**config.mk**
```make
export PLATFORM = sky130hd
export DESIGN_NAME = id_ex_stage
export DESIGN_NICKNAME = d
export VERILOG_FILES = /design/src/rtl/id_ex_stage.sv
export SDC_FILE = /design/constraint.sdc
export NUM_CORES = 1
export LEC_CHECK = 0
export CAP_MARGIN = 20
export CORE_MARGIN = 2
export CORE_UTILIZATION = 36
export CTS_CLUSTER_DIAMETER = 80
export CTS_CLUSTER_SIZE = 28
export DETAILED_ROUTE_END_ITERATION = 16
export GPL_TIMING_DRIVEN = 0
export PLACE_DENSITY = 0.84
export SLEW_MARGIN = 30
export SYNTH_ARGS = -nofsm -noshare
export SYNTH_HDL_FRONTEND = slang
export SYNTH_SLANG_ARGS = --single-unit
```
**constraint.sdc**
```tcl
create_clock -name clk -period 2.07 [get_ports clk]
set_input_delay 0.414 -clock clk [delete_from_list [all_inputs] [get_ports clk]]
set_output_delay 0.414 -clock clk [all_outputs]
set_load 0.02 [all_outputs]
```
**src/rtl/id_ex_stage.sv**
```systemverilog
// ---------------------------------------------------------------------------
// id_ex_stage
// ID->EX pipeline register with a load-use interlock, branch flush and a
// memory-busy freeze. Decoded fields and operands captured from decode are
// presented to EX-stage forwarding and the ALU one cycle later.
//
// state     | meaning
// ----------+------------------------------------------------------------
// ST_RUN    | normal flow; a load-use hazard inserts the first bubble
// ST_LU_STALL | extra load-use bubbles; cnt_q counts the ones still owed
//
// Ports
//   clk, rst_n              clock, asynchronous active-low reset
//   id_*_i                  decode-stage instruction fields and operands
//   flush_i                 taken branch in EX: kill the decode instruction
//   mem_busy_i              data memory not ready: freeze everything
//   stall_if_id_o           hold PC and IF/ID (combinational)
//   ex_*_o                  registered EX-stage fields; ex_valid_o=0 is a bubble
//   stall_cnt_o             saturating stall-cycle counter (HAZ_PERF_EN only)
//
// Optional feature macro: HAZ_PERF_EN adds the stall_cnt_o port and counter.
// ---------------------------------------------------------------------------
module id_ex_stage #(
    parameter int REG_W           = 4,
    parameter int DATA_W          = 32,
    parameter int LOAD_USE_CYCLES = 1,
    parameter bit R0_ZERO         = 1'b1
) (
    input  logic              clk,
    input  logic              rst_n,
    input  logic              id_valid_i,
    input  logic [REG_W-1:0]  id_rs1_i,
    input  logic [REG_W-1:0]  id_rs2_i,
    input  logic              id_rs1_used_i,
    input  logic              id_rs2_used_i,
    input  logic [REG_W-1:0]  id_rd_i,
    input  logic [DATA_W-1:0] id_rs1_data_i,
    input  logic [DATA_W-1:0] id_rs2_data_i,
    input  logic [DATA_W-1:0] id_imm_i,
    input  logic [3:0]        id_alu_op_i,
    input  logic              id_reg_wr_i,
    input  logic              id_mem_rd_i,
    input  logic              id_mem_wr_i,
    input  logic              flush_i,
    input  logic              mem_busy_i,
    output logic              stall_if_id_o,
    output logic              ex_valid_o,
    output logic [REG_W-1:0]  ex_rs1_o,
    output logic [REG_W-1:0]  ex_rs2_o,
    output logic [REG_W-1:0]  ex_rd_o,
    output logic [DATA_W-1:0] ex_rs1_data_o,
    output logic [DATA_W-1:0] ex_rs2_data_o,
    output logic [DATA_W-1:0] ex_imm_o,
    output logic [3:0]        ex_alu_op_o,
    output logic              ex_reg_wr_o,
    output logic              ex_mem_rd_o,
    output logic              ex_mem_wr_o
`ifdef HAZ_PERF_EN
    ,
    output logic [31:0]       stall_cnt_o
`endif
);

    localparam int CNT_W = 3;

    typedef enum logic {
        ST_RUN      = 1'b0,
        ST_LU_STALL = 1'b1
    } state_t;

    state_t             state_q, state_d;
    logic [CNT_W-1:0]   cnt_q, cnt_d;
    logic               hazard, rd_is_zero;
    logic               capture, bubble, stall;

    logic               ex_valid_q, ex_reg_wr_q, ex_mem_rd_q, ex_mem_wr_q;
    logic [REG_W-1:0]   ex_rs1_q, ex_rs2_q, ex_rd_q;
    logic [DATA_W-1:0]  ex_rs1_data_q, ex_rs2_data_q, ex_imm_q;
    logic [3:0]         ex_alu_op_q;

    // A load in EX whose destination a decode source reads; writes to a
    // hardwired-zero r0 can never be a real dependency.
    assign rd_is_zero = (ex_rd_q == '0);
    assign hazard = id_valid_i & ex_valid_q & ex_mem_rd_q & ~(R0_ZERO & rd_is_zero)
                  & ((id_rs1_used_i & (id_rs1_i == ex_rd_q))
                   | (id_rs2_used_i & (id_rs2_i == ex_rd_q)));

    always_ff @(posedge clk or negedge rst_n) begin
        if (!rst_n) begin
            state_q <= ST_RUN;
            cnt_q   <= '0;
        end else begin
            state_q <= state_d;
            cnt_q   <= cnt_d;
        end
    end

    always_comb begin
        state_d = state_q;
        cnt_d   = cnt_q;
        capture = 1'b0;
        bubble  = 1'b0;
        stall   = 1'b0;
        if (mem_busy_i) begin
            // Freeze: nothing moves; a pending flush is replayed by upstream.
            stall = 1'b1;
        end else if (flush_i) begin
            bubble  = 1'b1;
            state_d = ST_RUN;
            cnt_d   = '0;
        end else begin
            case (state_q)
                ST_RUN: begin
                    if (hazard) begin
                        bubble = 1'b1;
                        stall  = 1'b1;
                        if (LOAD_USE_CYCLES > 1) begin
                            cnt_d   = CNT_W'(LOAD_USE_CYCLES - 1);
                            state_d = ST_LU_STALL;
                        end
                    end else begin
                        capture = 1'b1;
                    end
                end
                ST_LU_STALL: begin
                    bubble = 1'b1;
                    stall  = 1'b1;
                    cnt_d  = cnt_q - CNT_W'(1);
                    if (cnt_q == CNT_W'(1)) begin
                        state_d = ST_RUN;
                    end
                end
                default: state_d = ST_RUN;
            endcase
        end
    end

    // Bubbles only clear the valid and control bits; indices and operands
    // keep stale values since nothing downstream qualifies them without valid.
    always_ff @(posedge clk or negedge rst_n) begin
        if (!rst_n) begin
            ex_valid_q    <= 1'b0;
            ex_reg_wr_q   <= 1'b0;
            ex_mem_rd_q   <= 1'b0;
            ex_mem_wr_q   <= 1'b0;
            ex_rs1_q      <= '0;
            ex_rs2_q      <= '0;
            ex_rd_q       <= '0;
            ex_rs1_data_q <= '0;
            ex_rs2_data_q <= '0;
            ex_imm_q      <= '0;
            ex_alu_op_q   <= '0;
        end else if (capture) begin
            ex_valid_q    <= id_valid_i;
            ex_reg_wr_q   <= id_reg_wr_i & id_valid_i;
            ex_mem_rd_q   <= id_mem_rd_i & id_valid_i;
            ex_mem_wr_q   <= id_mem_wr_i & id_valid_i;
            ex_rs1_q      <= id_rs1_i;
            ex_rs2_q      <= id_rs2_i;
            ex_rd_q       <= id_rd_i;
            ex_rs1_data_q <= id_rs1_data_i;
            ex_rs2_data_q <= id_rs2_data_i;
            ex_imm_q      <= id_imm_i;
            ex_alu_op_q   <= id_alu_op_i;
        end else if (bubble) begin
            ex_valid_q    <= 1'b0;
            ex_reg_wr_q   <= 1'b0;
            ex_mem_rd_q   <= 1'b0;
            ex_mem_wr_q   <= 1'b0;
        end
    end

    assign stall_if_id_o = stall;
    assign ex_valid_o    = ex_valid_q;
    assign ex_rs1_o      = ex_rs1_q;
    assign ex_rs2_o      = ex_rs2_q;
    assign ex_rd_o       = ex_rd_q;
    assign ex_rs1_data_o = ex_rs1_data_q;
    assign ex_rs2_data_o = ex_rs2_data_q;
    assign ex_imm_o      = ex_imm_q;
    assign ex_alu_op_o   = ex_alu_op_q;
    assign ex_reg_wr_o   = ex_reg_wr_q;
    assign ex_mem_rd_o   = ex_mem_rd_q;
    assign ex_mem_wr_o   = ex_mem_wr_q;

`ifdef HAZ_PERF_EN
    logic [31:0] stall_cnt_q;

    always_ff @(posedge clk or negedge rst_n) begin
        if (!rst_n) begin
            stall_cnt_q <= '0;
        end else if (stall && (stall_cnt_q != 32'hFFFF_FFFF)) begin
            stall_cnt_q <= stall_cnt_q + 32'd1;
        end
    end

    assign stall_cnt_o = stall_cnt_q;
`else
    // No stall counter in this build.
`endif

endmodule

```
==> results.sh <==
export IMPL_dieArea_um2=13900
export IMPL_worst_slack_ps=-155
export IMPL_hold_path_depth=2
export IMPL_grt_max_degree=62
export IMPL_placed_cell_area_um2=7320
export IMPL_core_area_um2=12700
export IMPL_root_buffer="clkbuf_16"
export IMPL_r2r_end="ex_imm_o[11]"
export IMPL_clockPowerShare_pct=38.1
export IMPL_hold_viol_final=0
export IMPL_whs_ps=341
export IMPL_synth_area_per_cell_um2=16.1
export IMPL_path_cells="xor2_1 -> nor3_1 -> and4_4 -> nor3_1 -> o21bai_1 -> buf_4"
export IMPL_rsz0062_at_grt="yes"
export IMPL_critical_path_most_common_cell="nor3_1"
export IMPL_gr_total_overflow=0
export IMPL_r2r_cells=8
export IMPL_clk_latency_ps=410
export IMPL_drive_above_1_share_pct=32.2
export IMPL_min_period_over_period_pct=107
export IMPL_grt_pass1_vias=4150
export IMPL_p_sw_share_pct=25.5
export IMPL_antenna_found_initial=0
export IMPL_io_buffers=238
export IMPL_antenna_cells=0
export IMPL_cts_sinks=120
export IMPL_critPathBufInv=1
export IMPL_fill_cells=847
export IMPL_crit_path_max_incr_delay_ps=440
export IMPL_clock_path_buffers=2
export IMPL_clock_skew_ps=7.09
export IMPL_io_pins=239
export IMPL_synth_top_area_share_pct=64.1
export IMPL_power_mw=8.33
export IMPL_hold_start="id_rs1_i[0]"
export IMPL_status="complete, but fails checks"
export IMPL_reg2reg_slack_ps=-110
export IMPL_power_switching_mw=2.13
export IMPL_final_nets=695
export IMPL_grt_use_total_pct=21.6
export IMPL_worstHoldEndpoint="ex_rs1_o[0]"
export IMPL_synth_cell_types=24
export IMPL_cp_slowest_cell="dfrtp_2"
export IMPL_synth_area_um2=4680
export IMPL_vdd_drop_max_uv=605
export IMPL_place_congestion=0.810
export IMPL_crit_required_ps=1660
export IMPL_pre_cts_ws_ps=-650
export IMPL_cap_violations=0
export IMPL_synth_seq_cells=120
export IMPL_synth_area_leader_cell="dfrtp_1"
export IMPL_violations="negative setup slack"
export IMPL_htreeDepth=4
export IMPL_fmax_ghz=0.450
export IMPL_drc=0
export IMPL_crit_fanout=5
export IMPL_num_rows=41
export IMPL_area_delta_synth_final_pct=90.6
export IMPL_seq_power_share_pct=34.9
export IMPL_worstSetupStartpointType="flip-flop"
export IMPL_firstDrtPassIters=4
export IMPL_utilization_pct=70.4
export IMPL_fin_area_um2=8920
export IMPL_routed_via_density=4.72
export IMPL_internal_power_mw=6.21
export IMPL_die_y_um=118
export IMPL_worstHoldPathType="input pin to flip-flop"
export IMPL_grt_first_pass_wirelength_mm=23.2
export IMPL_ant_nets=0
export IMPL_routed_via_count=3568
export IMPL_die_w_um=118
export IMPL_p_per_area_nw_per_um2=934
export IMPL_critPathTopFamily="simple AND/OR/NAND/NOR gates"
export IMPL_start_util_pct=37.0
export IMPL_leakagePower_nw=3.93
export IMPL_drt_iter0_drc=127
export IMPL_dp_hpwl_mm=9.34
export IMPL_cts_tree="built"
export IMPL_cts_clk_slew_worst_paths_ps=50
export IMPL_crit_type="flip-flop to output port"
export IMPL_synthCells=290
export IMPL_synthesis_nets=414
export IMPL_drv_slew=0
export IMPL_setup_viol_count_final=109
export IMPL_reg2reg_from="ex_rd_o[1]"
export IMPL_ys_warn_count=0
export IMPL_tightestPinTransition_ps=466
export IMPL_cts_buffers=17
export IMPL_comb_power_share_pct=27.1
export IMPL_worstPathArrival_ps=1810
export IMPL_wirelength_mm=14.9
export IMPL_yosysSeqAreaShare_pct=64.1
export IMPL_synthTopCellsByArea="dfrtp_1 64%, mux2_2 18%, mux2_1 8.7%, buf_4 1.3%, buf_6 1.2%"
export IMPL_fin_crit_ps=2220
export IMPL_relSlewSlack_pct=68.9
export IMPL_wire_per_inst_um=19.6
export IMPL_end_kind="output port"
-- metal layers --
layer,vias up,global-route usage (%),wire (um)
li1,1587,-,-
met1,1793,23.8,5740
met2,171,37.8,7810
met3,17,8.14,1080
met4,0,8.06,233
met5,-,0,0
-- synthesized netlist by cell type --
| cell | instances |
|---|---|
| a21oi_1 | 2 |
| a22o_1 | 1 |
| a32o_1 | 3 |
| and4_1 | 2 |
| buf_4 | 8 |
| buf_6 | 5 |
| clkbuf_1 | 2 |
| dfrtp_1 | 120 |
| ha_1 | 2 |
| inv_1 | 3 |
| mux2_1 | 36 |
| mux2_2 | 76 |
| mux2i_1 | 1 |
| nand2_1 | 4 |
| nand3_1 | 1 |
| nor2_1 | 4 |
| nor3_1 | 4 |
| nor4_1 | 1 |
| nor4b_2 | 1 |
| o21a_1 | 1 |
| o21ai_0 | 4 |
| o21bai_1 | 1 |
| xnor2_1 | 2 |
| xor2_1 | 6 |
-- cell families after synthesis --
group           share of synthesized area, %
xor+xnor                                1.50
compound gates                          1.79
mux                                     27.2
buf+inv                                 2.89
flops                                   64.1
simple gates                            2.00
fa+ha+maj                              0.534
-- power by group through the flow --
stage          combinational [mW]  clock, mW  sequential [mW]
5_1_grt                      2.36       3.34             2.94
3_5_place_dp                 1.87          0             2.91
6_report                     2.26       3.17             2.90
4_1_cts                      2.23       3.22             2.89
2_1_floorplan               0.385          0             3.30
3_3_place_gp                 1.83          0             2.89
-- worst max-delay path by stage --
stage	cells after the start	slack, ps	to	from
floorplan	8	-20	ex_imm_o[24]	ex_rd_o[1]
global placement	1	-4240	ex_rd_o[0]	rst_n
detailed placement	7	-650	stall_if_id_o	id_valid_i
CTS	6	-160	stall_if_id_o	ex_rd_o[3]
global route	6	-240	stall_if_id_o	ex_rd_o[3]
finish	6	-150	stall_if_id_o	ex_rd_o[3]
-- through the flow --
| step | TNS (ps) | instances |
|---|---|---|
| after floorplan | -536 | 290 |
| after global placement | -515590 | 700 |
| after detailed placement | -58960 | 701 |
| after CTS | -6440 | 751 |
| after global routing | -14700 | 756 |
| final | -6500 | 756 |
-- final cells by class --
type                       count  area, um^2  area share [%]
sequential                   120        3010            33.7
timing repair buffer         263        2840            31.8
multi-input combinational    152        1990            22.2
clock buffer                  25         505            5.66
buffer                        14         223            2.50
tap                          172         215            2.41
clock inverter                 7         138            1.54
inverter                       3        11.3           0.126
-- placed cells by master, fill, tap and decap left out, types with 2 or more instances in the layout --
cell type / instances
buf_8: 8
mux2_4: 111
buf_6: 2
clkinv_2: 2
nor3_1: 3
clkdlybuf4s50_1: 230
dfrtp_1: 116
a21oi_1: 2
ha_1: 2
buf_4: 6
and4_4: 2
nor2_1: 4
dlygate4sd2_1: 5
clkbuf_16: 24
a32o_1: 3
o21ai_0: 4
nand2_1: 4
inv_1: 3
bufinv_16: 4
buf_12: 12
xor2_1: 6
buf_16: 3
clkbuf_8: 5
dfrtp_2: 4
clkbuf_1: 5
xnor2_1: 2
-- state kept, by name, summed over array words and instances (netlist names) --
name	cells
ex_imm_o	32
ex_rs1_data_o	32
ex_rs2_data_o	32
ex_alu_op_o	4
ex_rd_o	4
ex_rs1_o	4
ex_rs2_o	4
cnt_q	3
ex_mem_rd_o	1
ex_mem_wr_o	1
ex_reg_wr_o	1
ex_valid_o	1
state_q	1
-- timing repair --
action | 4_1_cts | 5_1_grt
hold endpoints to repair | 59 | 0
setup endpoints to repair | 113 | 116
hold buffers | 1 | 0
buffers inserted | 12 | 2
pin swaps | 9 | 7
gates resized for setup | 156 | 9
gates cloned | 5 | 7
Note: power is estimated with default switching activity, not from simulation.
